$ cat src/rtl/evo_scheduler.sv
// Generation sequencer and cell-RAM write arbiter for the Game-of-life core.
// Optional EVOLVE watchdog (adds port wdog_err) is enabled by defining EVO_WATCHDOG_EN.
module evo_scheduler #(
    parameter int P_PARAM_M = 5,
    parameter int P_PARAM_N = 5,
    parameter int WIDTH     = 12,
    parameter int TICK_BASE = 1000000,
    parameter int SPEED_W   = 3
) (
    input  logic               clk,
    input  logic               rst_n,
    input  logic               cmd_run,
    input  logic               cmd_pause,
    input  logic               cmd_step,
    input  logic               cmd_clear,
    input  logic [SPEED_W-1:0] speed_sel,
    input  logic               evo_wden,
    input  logic [2*WIDTH-1:0] evo_wpos,
    input  logic               evo_live,
    input  logic               edit_req,
    input  logic [2*WIDTH-1:0] edit_pos,
    input  logic               edit_val,
    output logic               edit_gnt,
    output logic               global_evo_en,
    output logic               eng_start,
    output logic               ram_we,
    output logic [2*WIDTH-1:0] ram_waddr,
    output logic               ram_wdata,
    output logic [31:0]        gen_count,
    output logic               busy
`ifdef EVO_WATCHDOG_EN
    ,
    output logic               wdog_err
`endif
);

    localparam int              CELLS   = P_PARAM_M * P_PARAM_N;
    localparam int              AW      = 2 * WIDTH;
    localparam logic [AW-1:0]   LP_LAST = AW'(CELLS - 1);

    typedef enum logic [1:0] {S_PAUSED, S_RUN_WAIT, S_EVOLVE, S_CLEAR} state_t;

    state_t        r_state, w_state_nxt;
    logic          r_run_mode, w_run_nxt;
    logic [31:0]   r_cnt;
    logic [31:0]   r_gen_count;
    logic          r_evo_en;
    logic [AW-1:0] r_clr_addr;

    logic [31:0]   w_period;
    logic          w_done, w_toggle, w_gen_inc, w_gen_clr, w_cnt_inc, w_sweep_rst;
    logic          w_wdog_trip;

    assign w_period = 32'(TICK_BASE) * (32'(speed_sel) + 32'd1);
    assign w_done   = evo_wden && (evo_wpos == LP_LAST);

`ifdef EVO_WATCHDOG_EN
    localparam logic [31:0] LP_WDOG_LAST = 32'(4 * CELLS * 8 - 1);
    logic [31:0] r_wdog_cnt;
    logic        r_wdog_err;
    logic        w_wdog_hit;

    assign w_wdog_hit = (r_wdog_cnt == LP_WDOG_LAST);
    assign wdog_err   = r_wdog_err;

    always_ff @(posedge clk or negedge rst_n) begin
        if (!rst_n) begin
            r_wdog_cnt <= '0;
            r_wdog_err <= 1'b0;
        end else begin
            r_wdog_cnt <= (r_state == S_EVOLVE && w_state_nxt == S_EVOLVE) ? r_wdog_cnt + 32'd1 : '0;
            if (w_sweep_rst)      r_wdog_err <= 1'b0;
            else if (w_wdog_trip) r_wdog_err <= 1'b1;
        end
    end
`else
    logic w_wdog_hit;
    assign w_wdog_hit = 1'b0;
`endif

    // NOTE: every signal driven here gets a default first, so no path can infer a latch.
    always_comb begin
        w_state_nxt = r_state;
        w_run_nxt   = r_run_mode;
        w_toggle    = 1'b0;
        w_gen_inc   = 1'b0;
        w_gen_clr   = 1'b0;
        w_cnt_inc   = 1'b0;
        w_sweep_rst = 1'b0;
        w_wdog_trip = 1'b0;
        if (cmd_clear) begin
            w_state_nxt = S_CLEAR;
            w_run_nxt   = 1'b0;
            w_sweep_rst = 1'b1;
        end else begin
            case (r_state)
                S_PAUSED: begin
                    if (cmd_run) begin
                        w_run_nxt   = 1'b1;
                        w_state_nxt = S_RUN_WAIT;
                    end else if (cmd_step) begin
                        w_toggle    = 1'b1;
                        w_state_nxt = S_EVOLVE;
                    end
                end
                S_RUN_WAIT: begin
                    if (cmd_pause) begin
                        w_run_nxt   = 1'b0;
                        w_state_nxt = S_PAUSED;
                    end else if (r_cnt >= w_period - 32'd1) begin
                        // Also catches a counter already past a newly shortened period.
                        w_toggle    = 1'b1;
                        w_state_nxt = S_EVOLVE;
                    end else begin
                        w_cnt_inc   = 1'b1;
                    end
                end
                S_EVOLVE: begin
                    if (cmd_pause) w_run_nxt = 1'b0;
                    if (w_done) begin
                        w_gen_inc   = 1'b1;
                        w_state_nxt = (r_run_mode && !cmd_pause) ? S_RUN_WAIT : S_PAUSED;
                    end else if (w_wdog_hit) begin
                        w_wdog_trip = 1'b1;
                        w_run_nxt   = 1'b0;
                        w_state_nxt = S_PAUSED;
                    end
                end
                S_CLEAR: begin
                    if (r_clr_addr == LP_LAST) begin
                        w_gen_clr   = 1'b1;
                        w_state_nxt = S_PAUSED;
                    end
                end
                default: w_state_nxt = S_PAUSED;
            endcase
        end
    end

    // NOTE: sequential state uses non-blocking assignments so all registers update together.
    always_ff @(posedge clk or negedge rst_n) begin
        if (!rst_n) begin
            r_state <= S_PAUSED;
        end else begin
            r_state <= w_state_nxt;
        end
    end

    always_ff @(posedge clk or negedge rst_n) begin
        if (!rst_n) begin
            r_run_mode  <= 1'b0;
            r_cnt       <= '0;
            r_gen_count <= '0;
            r_evo_en    <= 1'b0;
            r_clr_addr  <= '0;
        end else begin
            r_run_mode <= w_run_nxt;
            r_cnt      <= w_cnt_inc ? r_cnt + 32'd1 : '0;
            if (w_toggle) r_evo_en <= ~r_evo_en;
            if (w_gen_clr)      r_gen_count <= '0;
            else if (w_gen_inc) r_gen_count <= r_gen_count + 32'd1;
            r_clr_addr <= (w_sweep_rst || r_state != S_CLEAR) ? '0 : r_clr_addr + AW'(1);
        end
    end

    // Single RAM write port: clear sweep beats engine, engine beats editor.
    always_comb begin
        ram_we    = 1'b0;
        ram_waddr = '0;
        ram_wdata = 1'b0;
        edit_gnt  = 1'b0;
        if (r_state == S_CLEAR) begin
            ram_we    = 1'b1;
            ram_waddr = r_clr_addr;
        end else if (evo_wden) begin
            ram_we    = 1'b1;
            ram_waddr = evo_wpos;
            ram_wdata = evo_live;
        end else if (edit_req && (r_state == S_PAUSED || r_state == S_RUN_WAIT)) begin
            ram_we    = 1'b1;
            ram_waddr = edit_pos;
            ram_wdata = edit_val;
            edit_gnt  = 1'b1;
        end
    end

    assign global_evo_en = r_evo_en;
    assign gen_count     = r_gen_count;
    assign eng_start     = (r_state == S_CLEAR);
    assign busy          = (r_state == S_EVOLVE) || (r_state == S_CLEAR);

endmodule

$ cat config.mk
export PLATFORM = sky130hd
export DESIGN_NAME = evo_scheduler
export DESIGN_NICKNAME = d
export VERILOG_FILES = /design/src/rtl/evo_scheduler.sv
export SDC_FILE = /design/constraint.sdc
export NUM_CORES = 1
export LEC_CHECK = 0
export BUFFER_PORTS_ARGS = -buffer_cell sky130_fd_sc_hd__buf_2
export CORE_MARGIN = 4
export CORE_UTILIZATION = 46
export CTS_CLUSTER_SIZE = 30
export DETAILED_ROUTE_END_ITERATION = 8
export PLACE_DENSITY_LB_ADDON = 0.08
export SLEW_MARGIN = 30
export SYNTH_ARGS = -nofsm -noshare
export SYNTH_HDL_FRONTEND = slang
export SYNTH_SLANG_ARGS = --single-unit
export TNS_END_PERCENT = 5
$ cat constraint.sdc
create_clock -name clk -period 2.4 [get_ports clk]
set_input_delay 0.36 -clock clk [delete_from_list [all_inputs] [get_ports clk]]
set_output_delay 0.36 -clock clk [all_outputs]
set_load 0.02 [all_outputs]
# Yosys cells after proc, flatten, opt, wreduce, memory -nomap -nowiden
# Cells that the tools add are included.
# op_classes
addsub	5
mul	1
div_mod_pow	0
magnitude_cmp	1
n_eq_ne	12
shift	0
mux	45
n_bitwise	1
reduce_logical	13
# ops
op	n
$mux 24	4
$mux 32	3
$add 32x1->32 const B	2
$eq 24x5->1 const B	2
$ge 32x32->1	1
$mux 1	28
$sub 24x1->25 const B	1
$add 24x1->24 const B	1
$mul 14x4->18 const A	1
$mux 2	7
$ne 4x4->1 const B	2
$pmux 2 s4	1
$ne 3x3->1 const B	2
$add 3x1->4 const B	1
$eq 2x2->1 const B	2
$pmux 1 s2	2
$reduce_and 4->1	1
$logic_and 1x1->1	3
$logic_or 1x1->1	3
$ne 3x1->1 const B	1
$ne 3x2->1 const B	1
$reduce_and 3->1	1
$reduce_bool 3->1	1
$eq 2x1->1 const B	1
other kinds (6)	6
# word_totals
regBits	92
latchBits	0
ramBits	0
rom_bits	0
input_bits	61
out_inout_bits	62
word_cells	84
memories	0

# Depth between registers and ports, before layout
# Gate-level depths: netlist of run 1.
# depth
depth_word	9
ltp_mapped	23
mapped_depth_nobuf	20

# Worst setup path before layout of run 1
# No wires, ideal clock.
# synth_timing
kind	input-to-reg
startpoint	in speed_sel[0]
endpoint	reg r_state[1]
setup_time_ns	0.127
t_arrival_ns	5.960
required_ns	2.273
setup_slack_ns	-3.687
stages	20
path_buffers	1
cell_sequence	clkbuf_1 inv_1 nor3_1 fa_1 fa_1 inv_1 ha_1 a21o_1 a21oi_1 o21ai_1 a21oi_1 xnor2_1 or4_1 ha_1 nand4_1 nor4_1 inv_2 a311oi_2 o31a_2 mux2_1
# synth_between
elab_chain_len	6
# synth_rtl
element	line_no	source
from (decl)	16	input logic [SPEED_W-1:0] speed_sel,
$add 3x1->4	54	assign w_period = 32'(TICK_BASE) * (32'(speed_sel) + 32'd1);
$mul 14x4->18	54	
$sub 24x1->25	110	end else if (r_cnt >= w_period - 32'd1) begin
$ge 32x32->1	110	
$ne 4x4->1 (no source line)	--	
$reduce_and 4->1 (no source line)	--	
to (signal assigned)	145	r_state <= w_state_nxt;
to (decl)	43	state_t r_state, w_state_nxt;
# No other way between the ends.
# A chain may end at the register's enable or synchronous reset.

# Final worst setup path of run 1
# Same ends and word-level chain as after synthesis.

==> results of run 1 <==
[cells in the final DEF, fill, tap and decap left out, types with 5 or more instances in the layout]
master	count
a21oi_1	18
a222oi_1	22
and3_1	22
buf_12	5
buf_2	118
buf_4	67
clkbuf_16	11
dfrtp_1	92
ha_1	37
ha_4	14
inv_1	43
inv_2	6
nand2_1	45
nand3_1	38
nand4_1	23
nor2_1	100
nor2_2	12
nor2b_1	7
nor3_1	13
nor4_4	5
o21ai_0	12
or3_1	5
xnor2_1	41
xor2_1	54
[layout make-up]
cell class	instances	area [µm²]
clock inverter	6	95.1
inverter	52	208
sequential	92	2300
tap	180	225
clock buffer	10	229
fill	1184	5290
multi-input combinational	551	4200
timing repair buffer	196	1280
[timing repair]
action,CTS,global route
pin swaps,25,7
endpoints found under the setup margin,59,66
cloned,0,2
buffers inserted,4,0
hold endpoints to repair,0,0
resized for setup,20,19
[worst max-delay path by stage]
stage                 start         end  slack (ns)  cells after the start
6_report       speed_sel[0]  r_state[1]       -2.48                     20
5_1_grt        speed_sel[0]  r_state[1]       -2.72                     20
2_1_floorplan  speed_sel[0]  r_state[1]       -2.60                     19
3_3_place_gp   speed_sel[0]  r_state[1]       -2.73                     20
4_1_cts        speed_sel[0]  r_state[1]       -2.42                     20
3_5_place_dp   speed_sel[1]   r_cnt[22]       -2.96                     21
[report_power, final]
part           switching (mW)  internal [mW]
Sequential             0.0336           1.58
Clock                   0.643          0.927
Combinational            1.13          0.872
[worst max-delay path, stage by stage]
cell	delay, ns
buf_12	0.11
ha_4	0.17
xor2_4	0.20
fa_1	0.48
fa_1	0.51
inv_2	0.05
ha_4	0.22
a21o_1	0.16
a21oi_2	0.14
o21ai_1	0.08
a21oi_1	0.19
xnor2_1	0.11
or4_4	0.55
ha_4	0.32
nand4_1	0.19
nor4_4	0.36
inv_2	0.08
a311oi_4	0.32
o31a_2	0.20
mux2_4	0.30
[stage by stage]
step	setup TNS, ns	util	hold WS [ns]
3_3_place_gp	-94.79	0.575	0.382
3_5_place_dp	-102.00	0.575	0.391
4_1_cts	-83.85	0.610	0.0188
2_1_floorplan	-90.40	-	0.0644
5_1_grt	-97.30	0.618	0.0451
6_report	-86.39	0.618	0.00189
[cells by family (layout without fill, tap and decap cells)]
logic type | Yosys count | count (layout) | synth area share
flip-flops | 92 | 92 | 0.357
adder cells (fa/ha/maj) | 56 | 56 | 0.114
buffers and inverters | 74 | 264 | 0.0446
AO/OA/AOI/OAI | 81 | 81 | 0.0924
AND/OR/NAND/NOR | 311 | 311 | 0.251
multiplexers | 6 | 6 | 0.00969
XOR/XNOR | 97 | 97 | 0.132
[flip-flops by register name, indices dropped and copies added, names as in the netlist]
name / cells
r_cnt: 32
global_evo_en: 1
r_run_mode: 1
gen_count: 32
r_clr_addr: 24
r_state: 2
[per-layer routing]
| metal | GRT usage | vias up | share of wire |
|---|---|---|---|
| met5 | 0 | - | 0 |
| met4 | 0.0839 | 0 | 0.024 |
| met3 | 0.0387 | 29 | 0.052 |
| met2 | 0.361 | 186 | 0.49 |
| met1 | 0.279 | 2952 | 0.43 |
| li1 | - | 2882 | - |
==> reports/qor.yml, run 1 <==
core_area_mm2: 0.0138
finalHoldViolations: 0
worst_setup_path_end_kind: "flop"
cts.clk_slew.worst_paths_ns: 0.07
reg2reg_slack_ns: 0.06
io_buffer_count: 122
diodes: 0
fmax_ghz: 0.205
cap_violations: 0
viasPerCell: 5.56
die_area_mm2: 0.0160
max-vdd-ir-drop_mv: 0.393
die_width_um: 126
ys_seq_area_frac: 0.357
cp.arrival_ns: 5.11
dpl.cell_count: 1065
grt_overflow: 0
setup_viol: 54
nets: 1019
synthDistinctLibCells: 56
slew_headroom: 0.619
cts_sinks: 92
clock_skew_ns: 0.0116
place_ws_ns: -2.96
async_flop_share: 1.00
drcViolationCount: 0
crit_required_ns: 2.64
fin_area_mm2: 0.00854
drive_gt1_frac: 0.305
area_growth_pct: 32.2
hold_class: "in2async"
drt_pre_antenna_iters: 7
io_pins: 123
period_share: 2.03
path_max_fanout: 7
grt_max_degree: 53
timing.rr.end: "r_state[1]"
cp-start-kind: "primary input"
row_count: 43
status: "finished with violations"
cts_inserted_buffers: 9
ys_ff_latch: 92
routed_wl_um: 17500
cts_tree: "done"
synth_cells: 717
ff2ff_path_depth: 7
clkLatencyLatePin_ns: 0.35
die_h_um: 126
fin_ws_ns: -2.48
synth_nets: 834
fin_cells: 1087
synth.avg_cell_area_um2: 9.01
hpwl_um: 13100
power.density_mw_per_mm2: 607
yosys-top-cells-area: "dfrtp_1, ha_1, xor2_1, nor2_1, xnor2_1"
leakage_nw: 4.20
grt_pass1_wl_um: 28800
initial_core_util: 0.467
ant_nets: 0
yosys.area.top_type: "dfrtp_1"
slew_viol_final: 0
grt_pass1_vias: 5974
antenna_found_initial: 0
yosys_warnings: 0
htree_levels: 3
grt_use_total: 0.216
timing.rr.start: "r_cnt[0]"
place_congestion: 0.983
root_buffer: "clkbuf_16"
drtIter0Drc: 449
vias: 6049
synth_common_cells: "nor2_1, dfrtp_1, xor2_1"
wl_per_cell_um: 16.1
cts_buffer_depth: 2
synth.most_common_cell: "nor2_1"
period_minus_slack_ns: 4.88
violations: "negative setup slack"
rsz0062_at_grt: "yes"
synth-edff-count: 0
synth_flop_cell: "dfrtp_1"
synth_top_area_share: 0.357
worst_pin_slew_ns: 0.572
synthesis.area_mm2: 0.00646
postCtsHoldBufs: 0
crit_type: "in2reg"
placed_cell_area_mm2: 0.00796
p_total_mw: 5.18
Note: power is estimated with default switching activity, not from simulation.
==> run 2: changes to the inputs <==
--- a/config.mk
+++ b/config.mk
@@ -7,11 +7,10 @@
 export LEC_CHECK = 0
 export BUFFER_PORTS_ARGS = -buffer_cell sky130_fd_sc_hd__buf_2
 export CORE_MARGIN = 4
-export CORE_UTILIZATION = 46
+export CORE_UTILIZATION = 30
 export CTS_CLUSTER_SIZE = 30
 export DETAILED_ROUTE_END_ITERATION = 8
 export PLACE_DENSITY_LB_ADDON = 0.08
-export SLEW_MARGIN = 30
 export SYNTH_ARGS = -nofsm -noshare
 export SYNTH_HDL_FRONTEND = slang
 export SYNTH_SLANG_ARGS = --single-unit
==> run 2 against run 1 <==
Fmax rose by 0.96%. Worst hold slack worse by 0.011 ns. Die area up 50%. Largest power group unchanged. Critical endpoint unchanged. The flow finishes with violations (negative hold slack, negative setup slack). Core utilization fell by 21 points.
==> reports/qor.yml, run 2 (synthesis results as in run 1) <==
status: "finished with violations"  # unchanged
violations: "negative hold slack, negative setup slack"  # was negative setup slack
worst_pin_slew_ns: 0.558  # was 0.572 ns
setup_tns_ns: -83.14  # was -86.39 ns
row_count: 53  # was 43
place_ws_ns: -2.95  # was -2.96 ns
crit_type: "in2reg"  # unchanged
crit_required_ns: 2.63  # was 2.64 ns
cts.clk_slew.worst_paths_ns: 0.07  # about the same
rsz0062_at_grt: "yes"  # unchanged
timing.rr.start: "r_cnt[7]"  # was r_cnt[0]
cts_tree: "done"  # unchanged
fillerInstances: 2137  # was 1184
io_buffer_count: 122  # unchanged
critical_path.cell_chain: "buf_8 -> inv_4 -> ha_4 -> inv_4 -> fa_1 -> fa_1 -> inv_2 -> ha_4 -> a21o_1 -> a21oi_2 -> o21ai_1 -> a21oi_2 -> xnor2_1 -> or4_4 -> ha_4 -> nand4_1 -> nor4_4 -> inv_2 -> a311oi_4 -> o31a_2 -> mux2_4"  # was buf_12 -> ha_4 -> xor2_4 -> fa_1 -> fa_1 -> inv_2 -> ha_4 -> a21o_1 -> a21oi_2 -> o21ai_1 -> a21oi_1 -> xnor2_1 -> or4_4 -> ha_4 -> nand4_1 -> nor4_4 -> inv_2 -> a311oi_4 -> o31a_2 -> mux2_4
period_share: 2.01  # was 2.03
core_area_mm2: 0.0211  # was 0.0138 mm²
leakage_nw: 4.19  # was 4.20 nW
cts_sinks: 92  # unchanged
hold_slack_ns: -0.00914  # was 0.00189 ns
cp_common_cell: "ha_4"  # unchanged
hpwl_um: 13900  # was 13100 µm
grt_use_total: 0.148  # was 0.216
htree_levels: 3  # unchanged
place_congestion: 0.853  # was 0.983
path_delay_family: "adder cells"  # unchanged
cts_inserted_buffers: 9  # unchanged
routed_wl_um: 17700  # was 17500 µm
period_minus_slack_ns: 4.83  # was 4.88 ns
clock_skew_ns: 0.00984  # was 0.0116 ns
cap_violations: 0  # unchanged
max-vdd-ir-drop_mv: 0.312  # was 0.393 mV
drt_pre_antenna_iters: 8  # was 7
reg2reg_slack_ns: 0.13  # was 0.06 ns
clkLatencyLatePin_ns: 0.35  # about the same
slew_viol_final: 0  # unchanged
ant_nets: 0  # unchanged
power.density_mw_per_mm2: 581  # was 607 mW/mm²
initial_core_util: 0.306  # was 0.467
root_buffer: "clkbuf_16"  # unchanged
worst_setup_path_end_kind: "flop"  # unchanged
path_max_fanout: 8  # was 7
fin_ws_ns: -2.43  # was -2.48 ns
area_growth_pct: 32.7  # was 32.2%
drive_gt1_frac: 0.298  # was 0.305
setup_viol: 38  # was 54
cp.arrival_ns: 5.06  # was 5.11 ns
path_buf_inv: 5  # was 3
slew_headroom: 0.628  # was 0.619
cts_buffer_depth: 2  # unchanged
die_h_um: 155  # was 126 µm
antenna_found_initial: 0  # unchanged
final_common_cell: "buf_2"  # unchanged
fin_util: 0.406  # was 0.618
hold_class: "in2async"  # unchanged
wl_per_cell_um: 14.9  # was 16.1 µm
finalHoldViolations: 5  # was 0
grt_overflow: 0  # unchanged
postCtsHoldBufs: 0  # unchanged
ff2ff_path_depth: 7  # unchanged
diodes: 0  # unchanged
crit_path_top_delay_cell: "or4_4"  # unchanged
io_pins: 123  # unchanged
timing.rr.end: "r_state[1]"  # unchanged
drcViolationCount: 0  # unchanged
layout_common_cells: "buf_2, nor2_1, dfrtp_1"  # unchanged
die_area_mm2: 0.0239  # was 0.0160 mm²
cp-start-kind: "primary input"  # unchanged
die_width_um: 155  # was 126 µm
vias: 5859  # was 6049
nets: 1025  # was 1019
fmax_ghz: 0.207  # was 0.205 GHz
grt_pass1_wl_um: 29400  # was 28800 µm
drtIter0Drc: 387  # was 449
grt_pass1_vias: 5856  # was 5974
grt_max_degree: 41  # was 53
viasPerCell: 4.93  # was 5.56
critPathMaxStageDelay_ns: 0.67  # was 0.55 ns
## run 2: cell count changes in the layout (fill, tap and decap cells not counted), sizes merged
cell,delta
clkbuf,-2
bufinv,-2
clkinv,+2
buf,+8
## run 2: routing by layer
metal | part of all wire | track usage | vias to the layer above
met2 | 0.49 | 0.260 | 132
met5 | 0 | 0 | -
met4 | 0.010 | 0.0320 | 0
met1 | 0.46 | 0.191 | 2825
met3 | 0.047 | 0.0257 | 13
li1 | - | - | 2889
## run 2: power breakdown
group / switching, mW / total [mW] / internal [mW]
clock: 0.662 / 1.38 / 0.717
sequential: 0.0378 / 1.62 / 1.58
combinational: 1.12 / 1.99 / 0.869
total: 1.82 / 4.98 / 3.17
## run 2: metrics by stage
stage               power (mW)  hold WS [ns]  instances  cell area [µm²]
global placement          3.55         0.391       1169             8150
global route              5.29        0.0298       1188             8570
floorplan                 2.81        0.0644        717             6690
finish                    4.98      -0.00914       1188             8570
CTS                       5.02       0.00834       1187             8490
detailed placement        3.58         0.385       1169             8150
## run 2: timing repair
item                                    in CTS  in global routing
pin swaps                                   23                 10
endpoints found under the setup margin      59                 64
buffers inserted                             2                  1
resized for setup                           13                 13
## run 2: worst max-delay path by stage
stage | slack [ns] | endpoint | cells past startpoint | from
3_3_place_gp | -2.82 | r_cnt[10] | 21 | speed_sel[1]
5_1_grt | -2.67 | r_state[1] | 20 | speed_sel[0]
4_1_cts | -2.47 | r_state[1] | 20 | speed_sel[0]
6_report | -2.43 | r_state[1] | 21 | speed_sel[1]
3_5_place_dp | -2.95 | r_cnt[10] | 21 | speed_sel[1]
2_1_floorplan | -2.60 | r_state[1] | 19 | speed_sel[0]
## run 2: area by class of cell
class                      instances  area [µm²]  area share
clock buffer                      10         229      0.0267
clock inverter                     6        47.5     0.00555
inverter                          52         208      0.0242
multi-input combinational        551        4150       0.484
sequential                        92        2300       0.269
tap                              275         344      0.0401
timing repair buffer             202        1290       0.151
==> run 3: changes to the inputs <==
--- a/config.mk
+++ b/config.mk
@@ -7,7 +7,7 @@
 export LEC_CHECK = 0
 export BUFFER_PORTS_ARGS = -buffer_cell sky130_fd_sc_hd__buf_2
 export CORE_MARGIN = 4
-export CORE_UTILIZATION = 30
+export CORE_UTILIZATION = 40
 export CTS_CLUSTER_SIZE = 30
 export DETAILED_ROUTE_END_ITERATION = 8
 export PLACE_DENSITY_LB_ADDON = 0.08
==> run 3 against run 2 <==
The run ends with design-rule violations, negative hold slack, negative setup slack left. Critical path depth increased by 1. Combinational power increased by 2%. Clock-buffer cell count decreased by 1. Fmax decreased by 1.2%. Critical endpoint is now r_cnt[17].
==> reports/qor.yml, run 3 (synthesis results as in run 1) <==
status: "finished with violations"  # unchanged
violations: "design-rule violations, negative hold slack, negative setup slack"  # was negative hold slack, negative setup slack
die_width_um: 135  # was 155 µm
final_common_cell: "buf_2"  # unchanged
grt_overflow: 0  # unchanged
routed_wl_um: 17400  # was 17700 µm
crit_type: "in2reg"  # unchanged
fin_ws_ns: -2.49  # was -2.43 ns
fin_util: 0.542  # was 0.406
reg2reg_slack_ns: 0.09  # was 0.13 ns
path_delay_family: "adder cells"  # unchanged
fmax_ghz: 0.205  # was 0.207 GHz
viasPerCell: 5.20  # was 4.93
slew_viol_final: 0  # unchanged
max-vdd-ir-drop_mv: 0.369  # was 0.312 mV
slew_headroom: 0.626  # was 0.628
drtIter0Drc: 467  # was 387
leakage_nw: 4.22  # was 4.19 nW
area_growth_pct: 32.9  # was 32.7%
grt_pass1_wl_um: 28700  # was 29400 µm
wl_per_cell_um: 15.5  # was 14.9 µm
cts_sinks: 92  # unchanged
antenna_found_initial: 0  # unchanged
worst_pin_slew_ns: 0.562  # was 0.558 ns
fin_cells: 1128  # was 1188
cp_common_cell: "ha_4"  # unchanged
die_h_um: 135  # was 155 µm
critPathMaxStageDelay_ns: 0.64  # was 0.67 ns
power.density_mw_per_mm2: 608  # was 581 mW/mm²
cts_inserted_buffers: 9  # unchanged
grt_use_total: 0.193  # was 0.148
grt_max_degree: 54  # was 41
fillerInstances: 1469  # was 2137
place_congestion: 0.840  # was 0.853
io_pins: 123  # unchanged
grt_pass1_vias: 5854  # was 5856
path_buf_inv: 5  # unchanged
cp.arrival_ns: 5.17  # was 5.06 ns
cap_violations: 0  # unchanged
diodes: 0  # unchanged
htree_levels: 3  # unchanged
hold_class: "in2async"  # unchanged
place_ws_ns: -2.92  # was -2.95 ns
row_count: 46  # was 53
cp-start-kind: "primary input"  # unchanged
timing.rr.end: "r_cnt[17]"  # was r_state[1]
clkLatencyLatePin_ns: 0.36  # was 0.35 ns
clock_skew_ns: 0.0129  # was 0.00984 ns
setup_viol: 35  # was 38
finalHoldViolations: 1  # was 5
drive_gt1_frac: 0.299  # was 0.298
cp.depth: 22  # was 21
hold_slack_ns: -0.00157  # was -0.00914 ns
cts_tree: "done"  # unchanged
path_max_fanout: 16  # was 8
layout_common_cells: "buf_2, nor2_1, dfrtp_1"  # unchanged
drcViolationCount: 2  # was 0
worst_setup_path_end_kind: "flop"  # unchanged
period_share: 2.04  # was 2.01
dpl.cell_count: 1104  # was 1169
rsz0062_at_grt: "yes"  # unchanged
critical_path.cell_chain: "buf_12 -> ha_4 -> xor2_4 -> ha_4 -> inv_2 -> fa_1 -> inv_2 -> ha_4 -> a21o_1 -> a311oi_2 -> o21a_1 -> xnor2_2 -> or4_4 -> buf_4 -> ha_4 -> nand4_1 -> nor2_1 -> a221oi_2 -> o21ai_2 -> or3_4 -> clkbuf_16 -> nor2_1"  # was buf_8 -> inv_4 -> ha_4 -> inv_4 -> fa_1 -> fa_1 -> inv_2 -> ha_4 -> a21o_1 -> a21oi_2 -> o21ai_1 -> a21oi_2 -> xnor2_1 -> or4_4 -> ha_4 -> nand4_1 -> nor4_4 -> inv_2 -> a311oi_4 -> o31a_2 -> mux2_4
timing.rr.start: "r_cnt[19]"  # was r_cnt[7]
crit_path_top_delay_cell: "or4_4"  # unchanged
nets: 1024  # was 1025
hpwl_um: 13400  # was 13900 µm
die_area_mm2: 0.0182  # was 0.0239 mm²
io_buffer_count: 122  # unchanged
cts.clk_slew.worst_paths_ns: 0.07  # about the same
drt_pre_antenna_iters: 9  # was 8
vias: 5871  # was 5859
period_minus_slack_ns: 4.89  # was 4.83 ns
cts_buffer_depth: 2  # unchanged
core_area_mm2: 0.0158  # was 0.0211 mm²
root_buffer: "clkbuf_16"  # unchanged
crit_required_ns: 2.68  # was 2.63 ns
ant_nets: 0  # unchanged
ff2ff_path_depth: 8  # was 7
initial_core_util: 0.408  # was 0.306
## run 3: area by class of cell
| cell class | count | area (µm²) | area share |
|---|---|---|---|
| multi-input combinational | 551 | 4160 | 0.484 |
| sequential | 92 | 2300 | 0.268 |
| timing repair buffer | 201 | 1320 | 0.153 |
| tap | 216 | 270 | 0.0315 |
| clock buffer | 9 | 225 | 0.0262 |
| inverter | 52 | 210 | 0.0245 |
| clock inverter | 7 | 105 | 0.0122 |
## run 3: per-stage QoR
step	instance area (µm²)	total power [mW]	TNS (ns)
floorplan	6690	2.81	-90.40
global placement	8020	3.50	-95.29
detailed placement	8020	3.55	-100.95
CTS	8430	5.20	-84.37
global route	8580	5.56	-93.12
finish	8580	5.22	-86.20
## run 3: worst max path at each step
stage / from / end / slack, ns
finish: speed_sel[0] / r_cnt[17] / -2.49
global route: speed_sel[0] / r_cnt[23] / -2.63
CTS: speed_sel[0] / r_state[1] / -2.45
detailed placement: speed_sel[1] / r_cnt[20] / -2.92
global placement: speed_sel[0] / r_state[1] / -2.75
floorplan: speed_sel[0] / r_state[1] / -2.60
## run 3: worst register-to-register path, cell delays in order (launching register included)
cell and delay (ns):
dfrtp_1 0.45, ha_1 0.36, a21oi_1 0.16, o21ai_1 0.12
a221oi_2 0.29, o21ai_2 0.12, or3_4 0.44, clkbuf_16 0.21
nor2_1 0.11
## run 3: per-layer routing
layer / share of wire / track usage / vias to the layer above
met5: 0 / 0 / -
met3: 0.049 / 0.0376 / 9
li1: - / - / 2889
met1: 0.44 / 0.243 / 2827
met4: 0.011 / 0.0381 / 0
met2: 0.50 / 0.345 / 146
## run 3: repair_timing
| action | in CTS | in global routing |
|---|---|---|
| hold buffers | 0 | 0 |
| resized for setup | 11 | 19 |
| pin swaps | 10 | 11 |
| cloned | 0 | 2 |
| buffers inserted | 2 | 4 |
| endpoints found under the setup margin | 58 | 60 |
## run 3: power by group
part	internal [mW]	switching, mW
clock	0.929	0.646
combinational	0.905	1.12
sequential	1.58	0.0352
